==> src/rtl/k12a_spi_multi_if.sv <==
// rtl/k12a_spi_multi_if.sv - host-side and SPI-side signal bundle for k12a_spi_multi
interface k12a_spi_multi_if #(
    parameter int NUM_CHANNELS = 2,
    parameter int DATA_WIDTH   = 8,
    parameter int DIV_WIDTH    = 8
);
    localparam int CW = (NUM_CHANNELS > 1) ? $clog2(NUM_CHANNELS) : 1;

    logic                    start;
    logic [CW-1:0]           chan_sel;
    logic [DATA_WIDTH-1:0]   tx_data;
    logic [DIV_WIDTH-1:0]    divisor;
    logic                    cpol;
    logic                    cpha;
    logic                    msb_first;
    logic                    busy;
    logic                    done;
    logic                    err;
    logic [DATA_WIDTH-1:0]   rx_data;
    logic [NUM_CHANNELS-1:0] sck;
    logic [NUM_CHANNELS-1:0] mosi;
    logic [NUM_CHANNELS-1:0] cs_n;
    logic [NUM_CHANNELS-1:0] miso;

    modport master (
        output start, chan_sel, tx_data, divisor, cpol, cpha, msb_first, miso,
        input  busy, done, err, rx_data, sck, mosi, cs_n
    );

    modport slave (
        input  start, chan_sel, tx_data, divisor, cpol, cpha, msb_first, miso,
        output busy, done, err, rx_data, sck, mosi, cs_n
    );
endinterface

==> src/rtl/k12a_spi_multi.sv <==
// rtl/k12a_spi_multi.sv - multi-channel SPI master: one shared FSM, per-channel sck/mosi/cs_n
module k12a_spi_multi #(
    parameter int NUM_CHANNELS = 2,
    parameter int DATA_WIDTH   = 8,
    parameter int DIV_WIDTH    = 8
) (
    input  logic            cpu_clock,
    input  logic            reset,
    k12a_spi_multi_if.slave bus
);
    localparam int CW = (NUM_CHANNELS > 1) ? $clog2(NUM_CHANNELS) : 1;
    localparam int HW = $clog2(2 * DATA_WIDTH);
    localparam logic [HW-1:0] LAST_HALF = HW'(2 * DATA_WIDTH - 1);

    typedef enum logic [1:0] {IDLE, LEAD, XFER, TRAIL} state_t;

    state_t                  r_state;
    logic [CW-1:0]           r_sel;
    logic [DIV_WIDTH-1:0]    r_div;
    logic [DIV_WIDTH-1:0]    r_cnt;
    logic [HW-1:0]           r_half;
    logic                    r_cpol;
    logic                    r_cpha;
    logic                    r_msb;
    logic [DATA_WIDTH-1:0]   r_tx_sh;
    logic [DATA_WIDTH-1:0]   r_rx_sh;
    logic [DATA_WIDTH-1:0]   r_rx_data;
    logic                    r_busy;
    logic                    r_done;
    logic                    r_err;
    logic [NUM_CHANNELS-1:0] r_sck;
    logic [NUM_CHANNELS-1:0] r_mosi;
    logic [NUM_CHANNELS-1:0] r_cs_n;

    function automatic logic [DATA_WIDTH-1:0] f_rev(input logic [DATA_WIDTH-1:0] d);
        logic [DATA_WIDTH-1:0] r;
        for (int i = 0; i < DATA_WIDTH; i++) r[i] = d[DATA_WIDTH-1-i];
        return r;
    endfunction

    // Words are always shifted MSB-end first; LSB-first mode just bit-reverses on load and on completion.
    logic [DATA_WIDTH-1:0]   w_tx_ord;
    logic [NUM_CHANNELS-1:0] w_start_mask;
    logic [NUM_CHANNELS-1:0] w_sel_mask;
    logic                    w_half_end;
    logic [HW-1:0]           w_edge_idx;
    logic                    w_sample;
    logic                    w_shift;
    logic                    w_miso;

    assign w_tx_ord     = bus.msb_first ? bus.tx_data : f_rev(bus.tx_data);
    assign w_start_mask = NUM_CHANNELS'(1) << bus.chan_sel;
    assign w_sel_mask   = NUM_CHANNELS'(1) << r_sel;
    assign w_half_end   = (r_cnt == r_div);
    assign w_miso       = |(bus.miso & w_sel_mask);

    // sck edge k happens on entry to XFER half k; even k are leading edges.
    // The first bit is already on mosi, so the first shift edge of each mode is skipped.
    assign w_edge_idx = (r_state == LEAD) ? '0 : r_half + HW'(1);
    assign w_sample   = (w_edge_idx[0] == r_cpha);
    assign w_shift    = !w_sample && !(r_cpha && w_edge_idx == '0)
                        && !(!r_cpha && w_edge_idx == LAST_HALF);

    always_ff @(posedge cpu_clock or posedge reset) begin
        if (reset) begin
            r_state   <= IDLE;
            r_sel     <= '0;
            r_div     <= '0;
            r_cnt     <= '0;
            r_half    <= '0;
            r_cpol    <= 1'b0;
            r_cpha    <= 1'b0;
            r_msb     <= 1'b0;
            r_tx_sh   <= '0;
            r_rx_sh   <= '0;
            r_rx_data <= '0;
            r_busy    <= 1'b0;
            r_done    <= 1'b0;
            r_err     <= 1'b0;
            r_sck     <= '0;
            r_mosi    <= '0;
            r_cs_n    <= '1;
        end else begin
            r_done <= 1'b0;
            r_err  <= 1'b0;
            case (r_state)
                IDLE: begin
                    if (bus.start) begin
                        if (32'(bus.chan_sel) < NUM_CHANNELS) begin
                            r_state <= LEAD;
                            r_busy  <= 1'b1;
                            r_sel   <= bus.chan_sel;
                            r_div   <= bus.divisor;
                            r_cpol  <= bus.cpol;
                            r_cpha  <= bus.cpha;
                            r_msb   <= bus.msb_first;
                            r_tx_sh <= w_tx_ord << 1;
                            r_rx_sh <= '0;
                            r_cnt   <= '0;
                            r_half  <= '0;
                            r_sck   <= {NUM_CHANNELS{bus.cpol}};
                            r_cs_n  <= ~w_start_mask;
                            r_mosi  <= w_start_mask & {NUM_CHANNELS{w_tx_ord[DATA_WIDTH-1]}};
                        end else begin
                            r_err <= 1'b1;
                        end
                    end
                end
                LEAD, XFER, TRAIL: begin
                    if (!w_half_end) begin
                        r_cnt <= r_cnt + 1'b1;
                    end else begin
                        r_cnt <= '0;
                        if (r_state == TRAIL) begin
                            r_state   <= IDLE;
                            r_busy    <= 1'b0;
                            r_done    <= 1'b1;
                            r_rx_data <= r_msb ? r_rx_sh : f_rev(r_rx_sh);
                            r_cs_n    <= '1;
                            r_mosi    <= '0;
                        end else if (r_state == XFER && r_half == LAST_HALF) begin
                            r_state <= TRAIL;
                        end else begin
                            r_state <= XFER;
                            r_half  <= w_edge_idx;
                            r_sck   <= r_sck ^ w_sel_mask;
                            if (w_sample) r_rx_sh <= {r_rx_sh[DATA_WIDTH-2:0], w_miso};
                            if (w_shift) begin
                                r_mosi  <= w_sel_mask & {NUM_CHANNELS{r_tx_sh[DATA_WIDTH-1]}};
                                r_tx_sh <= r_tx_sh << 1;
                            end
                        end
                    end
                end
                default: r_state <= IDLE;
            endcase
        end
    end

    assign bus.busy    = r_busy;
    assign bus.done    = r_done;
    assign bus.err     = r_err;
    assign bus.rx_data = r_rx_data;
    assign bus.sck     = r_sck;
    assign bus.mosi    = r_mosi;
    assign bus.cs_n    = r_cs_n;
endmodule

==> src/flat_wrapper.sv <==
// flat-port wrapper written by rule: the top's interface ports become plain ports
module k12a_spi_multi_flat 
#(
    parameter int NUM_CHANNELS = 2,
    parameter int DATA_WIDTH   = 8,
    parameter int DIV_WIDTH    = 8
)
  (cpu_clock, reset, bus_start, bus_chan_sel, bus_tx_data, bus_divisor, bus_cpol, bus_cpha, bus_msb_first, bus_miso, bus_busy, bus_done, bus_err, bus_rx_data, bus_sck, bus_mosi, bus_cs_n);
  k12a_spi_multi_if #(.NUM_CHANNELS(NUM_CHANNELS), .DATA_WIDTH(DATA_WIDTH), .DIV_WIDTH(DIV_WIDTH)) bus_i ();
  input  logic cpu_clock;
  input  logic reset;
  input wire logic [$bits(bus_i.start)-1:0] bus_start;
  input wire logic [$bits(bus_i.chan_sel)-1:0] bus_chan_sel;
  input wire logic [$bits(bus_i.tx_data)-1:0] bus_tx_data;
  input wire logic [$bits(bus_i.divisor)-1:0] bus_divisor;
  input wire logic [$bits(bus_i.cpol)-1:0] bus_cpol;
  input wire logic [$bits(bus_i.cpha)-1:0] bus_cpha;
  input wire logic [$bits(bus_i.msb_first)-1:0] bus_msb_first;
  input wire logic [$bits(bus_i.miso)-1:0] bus_miso;
  output wire logic [$bits(bus_i.busy)-1:0] bus_busy;
  output wire logic [$bits(bus_i.done)-1:0] bus_done;
  output wire logic [$bits(bus_i.err)-1:0] bus_err;
  output wire logic [$bits(bus_i.rx_data)-1:0] bus_rx_data;
  output wire logic [$bits(bus_i.sck)-1:0] bus_sck;
  output wire logic [$bits(bus_i.mosi)-1:0] bus_mosi;
  output wire logic [$bits(bus_i.cs_n)-1:0] bus_cs_n;
  assign bus_i.start = bus_start;
  assign bus_i.chan_sel = bus_chan_sel;
  assign bus_i.tx_data = bus_tx_data;
  assign bus_i.divisor = bus_divisor;
  assign bus_i.cpol = bus_cpol;
  assign bus_i.cpha = bus_cpha;
  assign bus_i.msb_first = bus_msb_first;
  assign bus_i.miso = bus_miso;
  assign bus_busy = bus_i.busy;
  assign bus_done = bus_i.done;
  assign bus_err = bus_i.err;
  assign bus_rx_data = bus_i.rx_data;
  assign bus_sck = bus_i.sck;
  assign bus_mosi = bus_i.mosi;
  assign bus_cs_n = bus_i.cs_n;
  k12a_spi_multi #(.NUM_CHANNELS(NUM_CHANNELS), .DATA_WIDTH(DATA_WIDTH), .DIV_WIDTH(DIV_WIDTH)) u_core (.cpu_clock(cpu_clock), .reset(reset), .bus(bus_i));
endmodule
==> config.mk <==
export PLATFORM = sky130hd
export DESIGN_NAME = k12a_spi_multi_flat
export DESIGN_NICKNAME = d
export VERILOG_FILES = /design/src/rtl/k12a_spi_multi_if.sv /design/src/rtl/k12a_spi_multi.sv /design/src/flat_wrapper.sv
export SDC_FILE = /design/constraint.sdc
export NUM_CORES = 1
export LEC_CHECK = 0
export BUFFER_PORTS_ARGS = -buffer_cell sky130_fd_sc_hd__buf_2
export CORE_ASPECT_RATIO = 1.4
export CORE_MARGIN = 3
export CORE_UTILIZATION = 25
export CTS_CLUSTER_DIAMETER = 100
export DETAILED_ROUTE_END_ITERATION = 6
export PLACE_DENSITY = 0.41
export SLEW_MARGIN = 30
export SYNTH_ARGS = -nofsm -noshare
export SYNTH_HDL_FRONTEND = slang
export SYNTH_SLANG_ARGS = --single-unit
==> constraint.sdc <==
create_clock -name cpu_clock -period 2.5 [get_ports cpu_clock]
set_input_delay 0.25 -clock cpu_clock [delete_from_list [all_inputs] [get_ports cpu_clock]]
set_output_delay 0.25 -clock cpu_clock [all_outputs]
set_load 0.05 [all_outputs]
======== Word level (Yosys, flattened, before mapping) ========
Cells that the tools add are included.
word-level totals
  register bits ........................... 57
  logic and storage cells ................. 110
cells by class
  $add $sub $neg .......................... 2
  equal/unequal tests ..................... 16
  shifts and indexed selects .............. 2
  mux-type cells .......................... 49
  bitwise operators ....................... 5
  reductions and logical operators ........ 21
operators with widths
  cell                   count
  $mux W8                13
  $pmux W8 S2            3
  $mux W2                15
  $mux W4                5
  $pmux W2 S2            4
  $reduce_and A5 Y1      2
  $add A8 B1 Y8 const B  1
  $eq A4 B4 Y1 const B   2
  $eq A8 B8 Y1           1
  $ne A2 B1 Y1 const B   4
  $pmux W4 S2            1
  $reduce_and A4 Y1      2
  $mux W1                7
  $and A2 B2 Y2          3
  $ne A2 B2 Y1 const B   3
  $reduce_and A3 Y1      2
  $logic_and A1 B1 Y1    5
  $add A4 B1 Y4 const B  1
  $eq A2 B2 Y1 const B   2
  $logic_not A1 Y1       4
  $logic_not A4 Y1       1
  $reduce_and A2 Y1      2
  $shl A1 B1 Y2 const A  2
  $ne A3 B1 Y1 const B   1
  other kinds (9)        9

======== Longest topological paths before layout ========
Gate-level depths: netlist of the first run.
  word-level depth ........................ 12
  mapped depth ............................ 8
  gate-level depth less buffers ........... 7

======== Worst setup path after synthesis of the first run ========
Ideal clock, no wire load.
  kind .................................... flip-flop to flip-flop
  from .................................... reg u_core.r_half[0]
  to ...................................... reg u_core.r_tx_sh[2]
  arrival ................................. 2.101 ns
  data required time ...................... 2.375 ns
  slack ................................... 0.274 ns
  stages on the path, launching flop included .. 7
  clock period less this slack ............ 2.226 ns
  cell sequence ........................... dfrtp_1 ha_1 or4_1 o311ai_2 a21oi_2 o211ai_4 mux2_2
on the way
  longest elaborated chain between the ends .. 9
  elaborated cells between the ends (all ways) .. 17
  classes of those cells .................. add/sub (1); eq/ne (5); mux (1); reduce/logical (10)
RTL lines
  element                                 RTL line               source
  start: declaration                      k12a_spi_multi.sv:21   logic [HW-1:0] r_half;
  start signal: assignment                k12a_spi_multi.sv:125  r_half <= w_edge_idx;
  $add A4 B1 Y4                           k12a_spi_multi.sv:59   assign w_edge_idx = (r_state == LEAD) ? '0 : r_half + HW'(1);
  $mux W4                                 k12a_spi_multi.sv:59
  $logic_not A4 Y1                        k12a_spi_multi.sv:61   assign w_shift = !w_sample && !(r_cpha && w_edge_idx == '0)
  $logic_and A1 B1 Y1                     k12a_spi_multi.sv:61
  $logic_not A1 Y1                        k12a_spi_multi.sv:61
  $logic_and A1 B1 Y1                     k12a_spi_multi.sv:61
  $logic_and A1 B1 Y1                     k12a_spi_multi.sv:62   && !(!r_cpha && w_edge_idx == LAST_HALF);
  $ne A2 B1 Y1 (no source line)           --
  $reduce_and A5 Y1 (no source line) (*)  --
  end signal: assignment                  k12a_spi_multi.sv:97   r_tx_sh <= w_tx_ord << 1;
  end signal: assignment                  k12a_spi_multi.sv:130  r_tx_sh <= r_tx_sh << 1;
  end: declaration                        k12a_spi_multi.sv:25   logic [DATA_WIDTH-1:0] r_tx_sh;
Every way passes the cells marked *; elsewhere a longest branch is shown, timed or not.
A chain may end at the register's enable or synchronous reset.

======== Worst setup path in the final report of the first run ========
  from .................................... reg u_core.r_half[0]
  to ...................................... reg u_core.r_tx_sh[3]
The elaborated chain is that of the path after synthesis.

==> metrics.md, run 1 <==
| Metric | Value |
|---|---|
| Worst vdd ir | `0.0004779 V` |
| RSZ-0062 raised after global routing | `false` |
| First-pass GRT wire length | `10.68 mm` |
| Max Freq | `420.6 MHz` |
| Mapped Area | `2902 um^2` |
| Input/output buffers | `40` |
| Starting DRT DRC Count | `97` |
| Die width | `97.05 um` |
| Count of final setup violators | `0` |
| Worst hold path type | `in -> async` |
| Worst-Skew Late Latency | `0.30 ns` |
| Pre-CTS WS | `0.1104 ns` |
| Number of routed nets with antenna violations | `0` |
| Req. time, crit path | `2.68 ns` |
| Row count | `45` |
| Post-Route WL | `6.415 mm` |
| Initial core utilization | `26.16%` |
| Vias per cell | `4.617` |
| Total power | `4076 uW` |
| Tcrit/Tclk final | `95.11%` |
| Largest net degree at the start of global routing | `25` |
| Cts bufs inserted | `5` |
| Setup TNS | `0 ns` |
| N_diodes | `0` |
| Die area | `12950 um^2` |
| Most used DFF post-synth | `dfrtp_1` |
| Cells on worst reg2reg path | `6` |
| Critical Path Sink Type | `register` |
| Final Hold Viols | `21` |
| Worst slew margin | `61.06%` |
| Mean post-synth cell area | `10.79 um^2` |
| Routed WL per cell | `14.19 um` |
| Post-CTS setup buffers | `0` |
| Die Y | `133.5 um` |
| CP max stage delay | `0.55 ns` |
| Post-CTS resize count | `0` |
| Flops & latches, synth | `56` |
| Seq/Total Area, Yosys | `48.38%` |
| Worst R2R End | `u_core.r_tx_sh[3]` |
| Synthesis Warnings | `0` |
| Final nets | `343` |
| Via count | `2087` |
| Share of post-route cells with drive strength above 1 | `28.62%` |
| Synthesized instance count | `269` |
| Commonest non-fill, non-tap cells in the layout | `dfrtp_1 (54), buf_2 (40), o21ai_0 (24), mux2_2 (23), nand2_1 (23)` |
| Core Box Area | `11090 um^2` |
| Failing checks | `negative hold slack` |
| CTS tree | `yes` |
| Setup Skew | `0.007515 ns` |
| Worst-path clk slew | `0.07 ns` |
| Crit path buffers/inverters | `0` |
| Most common cell after layout, fill and taps aside | `dfrtp_1` |
| # DRC | `0` |
| Worst Path Arrival | `2.56 ns` |
| Root Driver | `clkbuf_16` |
| # hold bufs at CTS | `0` |
| IO Pins | `42` |
| Tot GR Track Use | `10.15%` |
| CTS sink cnt | `56` |
| Kind of critical path | `reg -> reg` |
| Async S/R FF share, synth | `100.0%` |
| Worst Hold Slack | `-0.02312 ns` |
| Delay-heaviest family, CP | `compound AO/OA/AOI/OAI gates` |
| Worst Setup Start Kind | `register` |
| Post-route cell area | `3440 um^2` |
| GRT overflow | `0` |
| Tmin final | `2.378 ns` |
| Initial antenna violation count | `0` |
| Drt pass-1 iters | `4` |
| Clock Tree Buf Depth | `2` |
| Area after DPL | `3272 um^2` |
| Slowest cell on the critical path | `or4_1` |
| H-tree depth | `2` |
| Area delta synth->final | `18.54%` |
| Worst slew pin tran | `0.5802 ns` |
| Max-capacitance violation count | `0` |
| Yosys cell types | `45` |
| Vias in the first global route | `2165` |
| Post-Syn Nets | `302` |
| Status | `finished, violations left` |
| Static Leak | `0.001530 uW` |
| Reg-to-reg slack, setup | `0.12 ns` |
| EDFF count, synth | `0` |
| Post-DP HPWL | `4.885 mm` |
| Critical path peak fanout | `7` |
| Max Slew Vio Count | `0` |
| Routability cong. | `0.7320` |
| Worst R2R Start | `u_core.r_half[0]` |
| Final WS setup | `0.1222 ns` |
| Worst path cell trace | `ha_1, or4_1, o311ai_2, a21oi_2, o211ai_4, mux2_2` |
| Pwr/cell area | `1185 nW/um^2` |
-- worst max path at each step --
stage                          start                 to  cells after the start
floorplan           u_core.r_half[0]  u_core.r_tx_sh[2]                      6
global placement    u_core.r_half[0]  u_core.r_tx_sh[2]                      6
CTS                 u_core.r_half[0]  u_core.r_tx_sh[6]                      6
detailed placement  u_core.r_half[0]  u_core.r_tx_sh[6]                      6
global route        u_core.r_half[0]  u_core.r_tx_sh[4]                      6
finish              u_core.r_half[0]  u_core.r_tx_sh[3]                      6
-- layout make-up --
cell class                      count  area [um^2]
Clock buffer                        5        125.1
Clock inverter                      3        42.54
Fill cell                        1157         7652
Inverter                            7        26.28
Multi-Input combinational cell    192         1405
Sequential cell                    56         1404
Tap cell                          141        176.4
Timing Repair Buffer               48        260.3
-- power breakdown --
group | total, uW | switching [uW] | internal [uW]
clock network | 795 | 324 | 471
registers | 1460 | 262 | 1200
logic | 1820 | 1040 | 779
total | 4080 | 1630 | 2450
-- kinds of logic (layout without fill, tap and decap cells) --
| group | after synthesis | in the layout | synth area share (%) |
|---|---|---|---|
| fa+ha+maj | 8 | 8 | 3.450 |
| mux | 39 | 39 | 14.45 |
| flops | 56 | 56 | 48.38 |
| compound gates | 60 | 60 | 13.93 |
| simple gates | 71 | 71 | 12.55 |
| xor+xnor | 13 | 13 | 3.924 |
| other cells | 1 | 1 | 0.1292 |
| buf+inv | 21 | 63 | 3.191 |
-- per-stage QoR --
stage                     util (%)  cells
after CTS                    31.01    452
final                        31.01    452
after global routing         31.01    452
after detailed placement     29.50    444
after floorplan                  -    269
after global placement       29.50    444
-- metal layers --
metal	track usage (%)	share of wire [%]
met1	12.03	43
met2	18.20	52
met3	2.305	3.6
met4	3.044	1.3
met5	0	0
-- flip-flops by register name, indices dropped and copies added, names as in the netlist --
name and flops:
u_core.r_state 2, u_core.bus.cs_n 2, u_core.r_div 8, u_core.bus.busy 1
u_core.bus.done 1, u_core.bus.mosi 2, u_core.r_tx_sh 7, u_core.r_msb 1
u_core.r_cpha 1, u_core.r_cnt 8, u_core.r_rx_sh 8, u_core.bus.sck 2
u_core.bus.rx_data 8, u_core.r_half 4, u_core.r_sel 1
-- cell usage after synthesis (all sizes together) (7+ instances only) --
master	instances	area [um^2]
dfrtp	54	1351
clkbuf	8	31.28
xnor2	11	96.34
o21ai	25	125.1
a22o	8	70.07
nand3	8	40.04
mux2	23	259.0
mux2i	16	160.2
nand2	23	86.33
inv	7	26.28
ha	8	100.1
a21oi	10	53.80
nor2	11	41.29
No activity file was read; power rests on OpenSTA's default activity.
==> run 2, diff against run 1 <==
Settings changed: ABC_AREA set to 1.
==> metrics.md, run 2 <==
| Metric | Value |
|---|---|
| Status | `completed` |
| Worst slew margin | `56.90%` |
| Synthesized instance count | `380` |
| Worst slew pin tran | `0.6456 ns` |
| Yosys cell types | `33` |
| Worst R2R Start | `u_core.r_state[1]` |
| GRT overflow | `0` |
| Top-area cell type share of the netlist area | `44.72%` |
| Final nets | `453` |
| Post-synth top area cell | `dfrtp_1` |
| Tcrit/Tclk final | `80.15%` |
| Via count | `2489` |
| Seq/Total Area, Yosys | `46.46%` |
| Count of final setup violators | `0` |
| CP Launch Point | `u_core.r_state[1]` |
| Worst vdd ir | `0.0003289 V` |
| Mapped Area | `3022 um^2` |
| Req. time, crit path | `2.69 ns` |
| Starting DRT DRC Count | `68` |
| Area after DPL | `3390 um^2` |
| Top cells by count, synth | `nand2_1 (111), dfrtp_1 (54), inv_1 (37)` |
| Post-CTS resize count | `0` |
| Row count | `46` |
| Vias per cell | `4.405` |
| H-tree depth | `2` |
| Routability cong. | `0.7722` |
| Total power | `2592 uW` |
| Post-Route WL | `7.171 mm` |
| IO Pins | `42` |
| Worst-Skew Late Latency | `0.30 ns` |
| Tmin final | `2.004 ns` |
| Pwr/cell area | `728.5 nW/um^2` |
| Critical path peak fanout | `8` |
| N_diodes | `0` |
| Final Hold Viols | `0` |
| Max-capacitance violation count | `0` |
| Tot GR Track Use | `11.35%` |
| Worst hold path type | `in -> async` |
| Post-Syn Nets | `413` |
| Routed WL per cell | `12.69 um` |
| Initial core utilization | `26.12%` |
| CTS sink cnt | `56` |
| Setup Skew | `0.008427 ns` |
| Post-route cell area | `3557 um^2` |
| Worst Path Arrival | `2.19 ns` |
| Share of post-route cells with drive strength above 1 | `17.81%` |
| Fin cells | `565` |
| Critical Path Sink Type | `register` |
| Most common cell after layout, fill and taps aside | `nand2_1` |
| CTS tree | `yes` |
| Post-CTS setup buffers | `0` |
| Max Freq | `499.0 MHz` |
| Worst-path clk slew | `0.07 ns` |
| Number of routed nets with antenna violations | `0` |
| Flops & latches, synth | `56` |
| Clock Tree Buf Depth | `2` |
| Static Leak | `0.001746 uW` |
| EDFF count, synth | `0` |
| Die area | `13460 um^2` |
| Die Y | `136.1 um` |
| Post-DP HPWL | `5.413 mm` |
| Input/output buffers | `40` |
| Vias in the first global route | `2489` |
| RSZ-0062 raised after global routing | `false` |
| Cts bufs inserted | `5` |
| Post-Place Cells | `557` |
| Ranking of synthesized cells by area | `dfrtp_1 (45%), nand2_1 (14%), o21ai_0 (5.1%)` |
| Core Box Area | `11570 um^2` |
| Setup TNS | `0 ns` |
| Die width | `98.92 um` |
| Synthesis Warnings | `0` |
| Worst Hold Slack | `0.03343 ns` |
| # DRC | `0` |
| # hold bufs at CTS | `0` |
| Area delta synth->final | `17.72%` |
| Async S/R FF share, synth | `100.0%` |
| Most used DFF post-synth | `dfrtp_1` |
| Initial antenna violation count | `0` |
| Largest net degree at the start of global routing | `30` |
| Cell with the most instances after synthesis | `nand2_1` |
| Root Driver | `clkbuf_16` |
| Max Slew Vio Count | `0` |
| Drt pass-1 iters | `4` |
| First-pass GRT wire length | `12.32 mm` |
| Commonest non-fill, non-tap cells in the layout | `nand2_1 (111), dfrtp_1 (54), buf_2 (40), inv_1 (36), nor2_1 (35)` |
| Worst Setup Start Kind | `register` |
| Mean post-synth cell area | `7.952 um^2` |
| Fillers | `1272` |
| Kind of critical path | `reg -> reg` |
-- run 2: stage by stage --
step | util, % | worst slack, ns
after global routing | 30.75 | 0.2076
after CTS | 30.75 | 0.4703
final | 30.75 | 0.4962
after floorplan | - | 0.7988
after global placement | 29.30 | 0.6311
after detailed placement | 29.30 | 0.4909
-- run 2: cell type report --
cell class | count | area (um^2) | share of cell area [%]
timing repair buffer | 45 | 250.2 | 7.035
clock inverter | 3 | 42.54 | 1.196
tap | 144 | 180.2 | 5.065
inverter | 40 | 150.1 | 4.221
clock buffer | 5 | 125.1 | 3.517
multi-input combinational | 272 | 1405 | 39.50
sequential | 56 | 1404 | 39.47
-- run 2: path summary, 6_finish.rpt --
kind                                          to  slack (ns)  depth (start not counted)
setup / recovery               u_core.r_tx_sh[4]        0.50                         10
hold / removal             u_core.bus.rx_data[7]        0.03                          2
setup reg to reg               u_core.r_tx_sh[4]        0.50                         10
hold reg to reg               u_core.bus.mosi[1]        0.47                          2
max in group asynchronous     u_core.bus.cs_n[1]        1.79                          3
min in group cpu_clock           u_core.r_div[6]        0.18                          2
-- run 2: where the power goes --
part,switching [uW],internal [uW],leakage (uW)
clock,342,472,0.0000798
sequential,103,1020,0.000706
combinational,423,237,0.000961
-- run 2: worst max-delay path, cell delays in order, from the launching register on --
cell and delay, ns:
dfrtp_1 0.40, inv_1 0.11, ha_1 0.22, inv_2 0.09
nand2_1 0.10, xnor2_1 0.21, nand3_1 0.16, nand2_2 0.17
nand3_1 0.25, nand2_1 0.13, nand2_1 0.05
-- run 2: kinds of logic after synthesis --
logic type               synth area share (%)
buffers and inverters                   7.039
adder cells (fa/ha/maj)                 3.313
multiplexers                            1.822
XOR/XNOR                                2.029
AND/OR/NAND/NOR                         26.46
flip-flops                              46.46
other                                  0.1241
AO/OA/AOI/OAI                           12.75
-- run 2: routing by layer --
layer | global-route usage (%) | part of all wire, % | up-vias
li1 | - | - | 1289
met1 | 14.37 | 46 | 1148
met2 | 19.47 | 49 | 44
met3 | 1.899 | 3.8 | 8
met4 | 3.872 | 1.7 | 0
met5 | 0 | 0 | -
